## src/rtl/scoreboard.sv

```systemverilog
// In-order tracking buffer between issue and commit: decode allocates at the tail, FUs write back by trans_id, commit retires from the head.
// Optional macro SB_WB_BYPASS_EN forwards a same-cycle writeback to the head straight onto the commit port.
package scoreboard_pkg;
    localparam int SB_NR_ENTRIES    = 4;
    localparam int SB_NR_WB_PORTS   = 2;
    localparam int SB_TRANS_ID_BITS = 2;

    typedef struct packed {
        logic [63:0] cause;
        logic [63:0] tval;
        logic        valid;
    } exception_t;

    typedef struct packed {
        logic [SB_TRANS_ID_BITS-1:0] trans_id;
        logic [3:0]                  fu;
        logic [6:0]                  op;
        logic [4:0]                  rs1;
        logic [4:0]                  rs2;
        logic [4:0]                  rd;
        logic [63:0]                 result;
        logic                        valid;
        logic                        use_imm;
        logic                        use_pc;
        exception_t                  ex;
        logic                        is_compressed;
    } scoreboard_entry_t;
endpackage

module scoreboard #(
    parameter int NR_ENTRIES    = scoreboard_pkg::SB_NR_ENTRIES,
    parameter int NR_WB_PORTS   = scoreboard_pkg::SB_NR_WB_PORTS,
    parameter int TRANS_ID_BITS = $clog2(NR_ENTRIES)
) (
    input  logic                                              clk_i,
    input  logic                                              rst_ni,
    input  logic                                              flush_i,
    output logic                                              full_o,
    input  scoreboard_pkg::scoreboard_entry_t                 decoded_instr_i,
    input  logic                                              decoded_instr_valid_i,
    output logic                                              decoded_instr_ack_o,
    output logic [TRANS_ID_BITS-1:0]                          issue_trans_id_o,
    input  logic [NR_WB_PORTS-1:0]                            wb_valid_i,
    input  logic [NR_WB_PORTS-1:0][TRANS_ID_BITS-1:0]         wb_trans_id_i,
    input  logic [NR_WB_PORTS-1:0][63:0]                      wb_data_i,
    input  scoreboard_pkg::exception_t [NR_WB_PORTS-1:0]      wb_ex_i,
    output scoreboard_pkg::scoreboard_entry_t                 commit_instr_o,
    output logic                                              commit_valid_o,
    input  logic                                              commit_ack_i
);
    localparam int CNT_BITS = TRANS_ID_BITS + 1;
    localparam int TID_W    = scoreboard_pkg::SB_TRANS_ID_BITS;

    typedef logic [TRANS_ID_BITS-1:0] ptr_t;

    scoreboard_pkg::scoreboard_entry_t mem_q [NR_ENTRIES];
    scoreboard_pkg::scoreboard_entry_t mem_d [NR_ENTRIES];
    logic [NR_ENTRIES-1:0] occ_q, occ_d;
    ptr_t                  head_q, head_d;
    ptr_t                  tail_q, tail_d;
    logic [CNT_BITS-1:0]   cnt_q, cnt_d;
    logic                  alloc;
    logic                  retire;

    // Both handshakes are valid/ack: a transfer happens in exactly the cycle where
    // the request (decoded_instr_valid_i / commit_valid_o) and its acceptance
    // (decoded_instr_ack_o / commit_ack_i) are high together; ack alone does nothing.
    assign full_o              = (cnt_q == CNT_BITS'(NR_ENTRIES));
    assign decoded_instr_ack_o = decoded_instr_valid_i & ~full_o & ~flush_i;
    assign issue_trans_id_o    = tail_q;
    assign alloc               = decoded_instr_ack_o;
    assign retire              = commit_ack_i & commit_valid_o & ~flush_i;

`ifdef SB_WB_BYPASS_EN
    logic                       head_hit;
    logic [63:0]                head_wb_data;
    scoreboard_pkg::exception_t head_wb_ex;

    // Descending scan so the lowest-index port is the last (winning) assignment.
    always_comb begin
        head_hit     = 1'b0;
        head_wb_data = '0;
        head_wb_ex   = '0;
        for (int p = NR_WB_PORTS - 1; p >= 0; p--) begin
            if (wb_valid_i[p] && (wb_trans_id_i[p] == head_q)) begin
                head_hit     = 1'b1;
                head_wb_data = wb_data_i[p];
                head_wb_ex   = wb_ex_i[p];
            end
        end
    end

    always_comb begin
        commit_instr_o = mem_q[head_q];
        commit_valid_o = occ_q[head_q] & mem_q[head_q].valid;
        if (occ_q[head_q] && head_hit) begin
            commit_valid_o        = 1'b1;
            commit_instr_o.result = head_wb_data;
            if (head_wb_ex.valid) begin
                commit_instr_o.ex = head_wb_ex;
            end
        end
    end
`else
    assign commit_instr_o = mem_q[head_q];
    assign commit_valid_o = occ_q[head_q] & mem_q[head_q].valid;
`endif

    always_comb begin
        mem_d  = mem_q;
        occ_d  = occ_q;
        head_d = head_q;
        tail_d = tail_q;
        cnt_d  = cnt_q;
        if (flush_i) begin
            for (int i = 0; i < NR_ENTRIES; i++) begin
                mem_d[i].valid = 1'b0;
            end
            occ_d  = '0;
            head_d = '0;
            tail_d = '0;
            cnt_d  = '0;
        end else begin
            // A head entry retiring this cycle must not absorb the writeback.
            for (int i = 0; i < NR_ENTRIES; i++) begin
                for (int p = NR_WB_PORTS - 1; p >= 0; p--) begin
                    if (wb_valid_i[p] && (wb_trans_id_i[p] == ptr_t'(i)) && occ_q[i]
                        && !(retire && (ptr_t'(i) == head_q))) begin
                        mem_d[i].result = wb_data_i[p];
                        mem_d[i].valid  = 1'b1;
                        mem_d[i].ex     = wb_ex_i[p].valid ? wb_ex_i[p] : mem_q[i].ex;
                    end
                end
            end
            if (retire) begin
                occ_d[head_q]       = 1'b0;
                mem_d[head_q].valid = 1'b0;
                head_d              = head_q + ptr_t'(1);
            end
            // Allocation overrides any writeback aimed at the same slot.
            if (alloc) begin
                mem_d[tail_q]          = decoded_instr_i;
                mem_d[tail_q].trans_id = TID_W'(tail_q);
                mem_d[tail_q].valid    = decoded_instr_i.ex.valid;
                occ_d[tail_q]          = 1'b1;
                tail_d                 = tail_q + ptr_t'(1);
            end
            cnt_d = cnt_q + CNT_BITS'(alloc) - CNT_BITS'(retire);
        end
    end

    always_ff @(posedge clk_i or negedge rst_ni) begin
        if (!rst_ni) begin
            for (int i = 0; i < NR_ENTRIES; i++) begin
                mem_q[i] <= '0;
            end
            occ_q  <= '0;
            head_q <= '0;
            tail_q <= '0;
            cnt_q  <= '0;
        end else begin
            mem_q  <= mem_d;
            occ_q  <= occ_d;
            head_q <= head_d;
            tail_q <= tail_d;
            cnt_q  <= cnt_d;
        end
    end
endmodule

```

## config.mk

```make
export PLATFORM = sky130hd
export DESIGN_NAME = scoreboard
export DESIGN_NICKNAME = d
export VERILOG_FILES = /design/src/rtl/scoreboard.sv
export SDC_FILE = /design/constraint.sdc
export NUM_CORES = 2
export LEC_CHECK = 0
export BUFFER_PORTS_ARGS = -buffer_cell sky130_fd_sc_hd__clkbuf_2
export CORE_UTILIZATION = 31
export CTS_CLUSTER_SIZE = 25
export DETAILED_ROUTE_END_ITERATION = 16
export GPL_TIMING_DRIVEN = 1
export SYNTH_ARGS = -nofsm -noshare
export SYNTH_HDL_FRONTEND = slang
export SYNTH_SLANG_ARGS = --single-unit
```

## constraint.sdc

```tcl
create_clock -name clk_i -period 3.2 [get_ports clk_i]
set_input_delay 0.16 -clock clk_i [delete_from_list [all_inputs] [get_ports clk_i]]
set_output_delay 0.16 -clock clk_i [all_outputs]
set_load 0.05 [all_outputs]
```

**Word level (Yosys, flattened, before mapping)**

Cells that the tools add are included.

- Logic and storage cells: 204
- Output and inout bits: 230
- Register bits: 911
- Bits of input ports: 622

- Magnitude comparators: 8
- Reductions and logical operators: 41
- Add/subtract/negate cells: 4
- Bitwise logic cells: 12
- Mux-type cells: 69
- Eq/ne operators: 10

Operators with widths:

| kind | number |
|---|---|
| 900-bit bitwise mux | 4 |
| 900-bit two-way mux | 3 |
| 129-bit two-way mux | 20 |
| 225-bit demux with 2-bit select | 4 |
| 225-bit two-way mux | 4 |
| 65-bit two-way mux | 12 |
| 225-bit binary-select mux with 2-bit select | 1 |
| 133-bit two-way mux | 2 |
| 1-bit logical AND | 32 |
| 4-bit two-way mux | 4 |
| 2-bit == test (second input constant) | 4 |
| 2-bit two-way mux | 4 |
| 1-bit two-way mux | 7 |
| 3-bit greater-or-equal comparator (second input constant) | 2 |
| 2-bit zero test | 3 |
| 2-bit by 3-bit < comparator with 1-bit output (second input constant) | 2 |
| 3-bit by 1-bit < comparator with 1-bit output (second input constant) | 2 |
| 2-bit NOT with 3-bit output | 2 |
| 1-bit AND | 5 |
| 2-bit by 1-bit adder with 2-bit output (second input constant) | 2 |
| 4-bit AND | 1 |
| 1-bit demux with 2-bit select | 2 |
| 2-bit by 1-bit == test with 1-bit output (second input constant) | 2 |
| 2-bit == test (first input constant) | 2 |
| other kinds (12) | 18 |

**Depth between registers and ports, before layout**

- Depth after elaboration: 21
- Depth in mapped cells: 14
- Gate-level depth less buffers: 10

**Worst setup path before layout**

Ideal clock, no wire load.

- Kind: flip-flop to flip-flop
- From: register head_q[1]
- To: register mem_q[741] (netlist bit)
- Library setup time: 0.150 ns
- Arrival time: 3.165 ns
- Clock period less this slack: 3.315 ns
- Stages on the path, launching flop included: 14
- Buffers on the path: 6
- Slack: -0.115 ns
- Required time: 3.050 ns
- Cell sequence: dfrtp_1 > buf_2 > clkbuf_1 > clkbuf_1 > buf_1 > inv_1 > ha_1 > and4_1 > or3b_1 > or2_2 > buf_2 > buf_1 > nand3b_1 > o311ai_0

- Cells in the longest elaborated chain, start to end: 20
- Elaborated cells on any way between the ends: 25
- Classes of those cells: mux (16); bitwise (4); reduce/logical (5)

Ends and longest elaborated chain:

| item | line | RTL |
|---|---|---|
| start: declaration | 59 | `ptr_t head_q, head_d;` |
| start signal: assignment | 158 | `head_q <= '0;` |
| start signal: assignment | 164 | `head_q <= head_d;` |
| 2-bit NOT with 3-bit output (implied by the code) | 106, 137 |  |
| 225-bit binary-select mux with 2-bit select | 106 | `assign commit_valid_o = occ_q[head_q] & mem_q[head_q].valid;` |
| 225-bit two-way mux (implied by the code) (2 in a row) | 106 |  |
| 1-bit AND | 106 |  |
| 1-bit AND (2 in a row) | 72 | `assign retire = commit_ack_i & commit_valid_o & ~flush_i;` |
| 1-bit logical AND | 128 | `&& !(retire && (ptr_t'(i) == head_q))) begin` |
| 1-bit zero test | 128 |  |
| 1-bit logical AND | 128 |  |
| 129-bit two-way mux (2 in a row) | 127 | `if (wb_valid_i[p] && (wb_trans_id_i[p] == ptr_t'(i)) && occ_q[i]` |
| 129-bit two-way mux | 115 | `if (flush_i) begin` |
| 900-bit bitwise mux | 137 | `mem_d[head_q].valid = 1'b0;` |
| 900-bit two-way mux * | 135 | `if (retire) begin` |
| 900-bit two-way mux * | 115 |  |
| 900-bit bitwise mux | 142 | `mem_d[tail_q] = decoded_instr_i;` |
| 900-bit bitwise mux | 143 | `mem_d[tail_q].trans_id = TID_W'(tail_q);` |
| 900-bit bitwise mux | 144 | `mem_d[tail_q].valid = decoded_instr_i.ex.valid;` |
| 900-bit two-way mux * | 141 | `if (alloc) begin` |
| end signal: assignment | 162 | `mem_q <= mem_d;` |
| end: declaration | 56 | `scoreboard_pkg::scoreboard_entry_t mem_q [NR_ENTRIES];` |

Every way passes the cells marked *; elsewhere a longest branch is shown, timed or not. The select of a mux whose other input is x is not followed.
A chain may end at the register's enable or synchronous reset.

==> flow_summary.yaml <==
detailed_routing:
  wl_um: 287600
  viasPerCell: 6.460
  drtIter0Drc: 9549
  postRouteAntennaNets: 0
  routedWlPerCell_um: 27.13
  routed-wl-met3_um: 29740
  highest_layer: "met5"
  wl_met1_um: 105300
  drc: 0
  num_vias: 68470
  drt_pass1_iterations: 8
  wl_met2_um: 130300
worst_setup_path:
  crit_path_end: "commit_instr_o[70]"
  crit_arrival_ns: 3.04
  timing.rr.end: "mem_q[13]"
  r2r_cells: 9
  endpoint_kind: "primary output"
  reg2reg_from: "head_q[1]"
  path_max_fanout: 93
  required_ns: 3.04
  start_kind: "flop"
  reg2reg_slack_ns: 0.10
  startpoint: "head_q[1]"
  crit_type: "reg2out"
cells_and_area:
  layout-drive-gt1-share_pct: 19.73
  fin_util_pct: 41.12
  fin_nets: 8557
  stdcell_area_um2: 79430
  area_growth_pct: 31.27
place:
  portBuffers: 848
  dpl-instance-area_um2: 68370
  gp_congestion: 0.9024
  dp.final_hpwl_um: 165900
job:
  cap_violations: 0
synthesis:
  yosysWarnings: 0
  synth-seq-area-share_pct: 37.63
  syn_inst: 6825
  synth_area_um2: 60510
  netlist.area_leader.share_pct: 37.63
  synth.area.top_cells: "dfrtp_1 (38%), a221oi_1 (8.8%), mux4_2 (8.3%)"
  syn_nets: 7461
  avgSynthCellArea_um2: 8.866
  synth_ff_type: "dfrtp_1"
  synthDistinctLibCells: 55
  synth-async-reset-ratio_pct: 100.0
  synth.largest_area_cell: "dfrtp_1"
  ys_seq_elements: 910
  synth_edf_count: 0
sta:
  final_hold_viol_count: 0
  layout_setup_ws_ns: -0.002542
  fin_setup_tns_ns: -0.002542
  setup-violations-final: 1
  fin_crit_sh_pct: 100.1
  grt_setup_unrepaired: "true"
  relSlewSlack_pct: 13.21
  worstMarginPinSlew_ns: 1.302
  drv_slew: 0
  skew_ns: 0.05232
  max_freq_mhz: 312.3
  min_period_ns: 3.203
grt:
  grt_pass1_wl_um: 427300
  antenna_found_initial: 59
  track_usage_pct: 28.01
  grt.overflow.total: 0
  grt_max_degree: 256
  grt_pass1_vias: 67870
clocking:
  cts_buffer_depth: 3
  cts_made_buffers: 116
  htree_levels: 3
  cts-root-buf: "clkbuf_16"
  clkTransAtPathRegs_ns: 0.06
  worstSkewPairLatency_ns: 0.78
  clock_sinks: 910
  cts_tree: "built"
floorplan:
  die_area_um2: 197000
  initial_core_util_pct: 31.32
  die_h_um: 443.8
  row_count: 161
  core_um2: 193200
  io_pins: 852
  die_x_um: 443.8
min_path:
  min_path_type: "in2reg"
outcome:
  status: "finished with violations"
  failed_checks: "negative setup slack"
pwr:
  vdd_drop_max_mv: 0.4597
  leakagePower_nw: 30.32
  power.density_nw_per_um2: 546.6
  power.total_mw: 43.42
==> cell families after synthesis <==
logic type,count (synthesis),synth area share (%)
flip-flops,910,37.63
AND/OR/NAND/NOR,2297,17.60
multiplexers,263,9.060
XOR/XNOR,4,0.05790
adder cells (fa/ha/maj),14,0.3019
AO/OA/AOI/OAI,2587,30.37
buffers and inverters,750,4.985
==> power by group <==
group	switching [mW]	internal, mW	total (mW)
combinational	8.76	5.38	14.1
clock	5.73	7.88	13.6
sequential	1.64	14.0	15.7
total	16.1	27.3	43.4
==> synth_stat cells (all sizes together), types with 5 or more instances <==
| cell type | n |
|---|---|
| nand3 | 11 |
| o211ai | 128 |
| nand3b | 323 |
| buf | 139 |
| and2 | 258 |
| inv | 10 |
| mux2 | 35 |
| o22ai | 256 |
| a21oi | 201 |
| clkbuf | 601 |
| nand4 | 8 |
| nand2 | 1063 |
| dfrtp | 910 |
| a31oi | 66 |
| a22oi | 128 |
| a221oi | 640 |
| o21ai | 647 |
| mux4 | 224 |
| o311ai | 386 |
| ha | 13 |
| nor2 | 600 |
| o31ai | 64 |
| o21a | 66 |
| or2 | 5 |
==> cells in the final DEF (no fill, tap or decap), drive strengths merged, types with 8 or more instances in the layout <==
master       count
nand2         1063
clkbuf         913
dfrtp          910
o21ai          647
dlygate4sd3    646
a221oi         640
nor2           600
o311ai         386
buf            337
nand3b         323
and2           258
o22ai          256
mux4           224
a21oi          201
o211ai         128
a22oi          128
o21a            66
a31oi           66
o31ai           64
diode           61
mux2            35
inv             15
ha              13
clkinv          13
nand3           11
nand4            8
==> registers in the layout, indices dropped and copies added, names as in the netlist <==
| signal | cells |
|---|---|
| mem_q | 899 |
| head_q | 2 |
| cnt_q | 3 |
| issue_trans_id_o | 2 |
| occ_q | 4 |
==> critical path, cell delays in order, from the launching register on <==
cell and delay [ns]:
dfrtp_4 0.58, buf_16 0.60, mux4_2 0.74, buf_8 0.21
==> through the flow <==
step	std cells	hold slack, ns	worst slack (ns)
after global routing	10590	0.07579	-0.1219
after floorplan	6825	-0.1356	0.01467
final	10600	0.07093	-0.002542
after detailed placement	9679	0.2435	0.03985
after global placement	9679	0.2352	0.1162
after CTS	10540	0.0009528	-0.08102
==> cell type report <==
type,count,area [um^2]
Tap cell,2526,3161
Timing Repair Buffer,1718,14520
Multi-Input combinational cell,5165,34930
Clock buffer,180,3506
Sequential cell,910,22780
Antenna cell,61,152.6
Fill cell,18700,113800
Inverter,10,42.54
Clock inverter,30,347.8
==> what timing repair did <==
item	in CTS	in global routing
pin swaps	0	1
hold buffers	646	0
hold endpoints to repair	1139	0
setup endpoints to repair	187	168
cloned	2	1
buffers inserted	0	1
resized for setup	93	141
==> per-layer routing <==
| metal | up-vias | global-route usage [%] |
|---|---|---|
| met1 | 33410 | 34.01 |
| met4 | 10 | 20.94 |
| met3 | 1270 | 5.907 |
| met2 | 5049 | 43.69 |
| met5 | - | 0 |
| li1 | 28740 | - |
==> how the worst min path moves through the flow <==
stage	cells after the start	slack, ns	startpoint	to
6_report	5	0.07	wb_ex_i[4]	mem_q[5]
3_5_place_dp	1	0.24	rst_ni	mem_q[878]
2_1_floorplan	0	-0.14	rst_ni	cnt_q[0]
3_3_place_gp	1	0.24	rst_ni	mem_q[653]
4_1_cts	5	0.001	wb_ex_i[4]	mem_q[5]
5_1_grt	4	0.08	wb_ex_i[170]	mem_q[492]
Power figures use the tool's default switching activity.
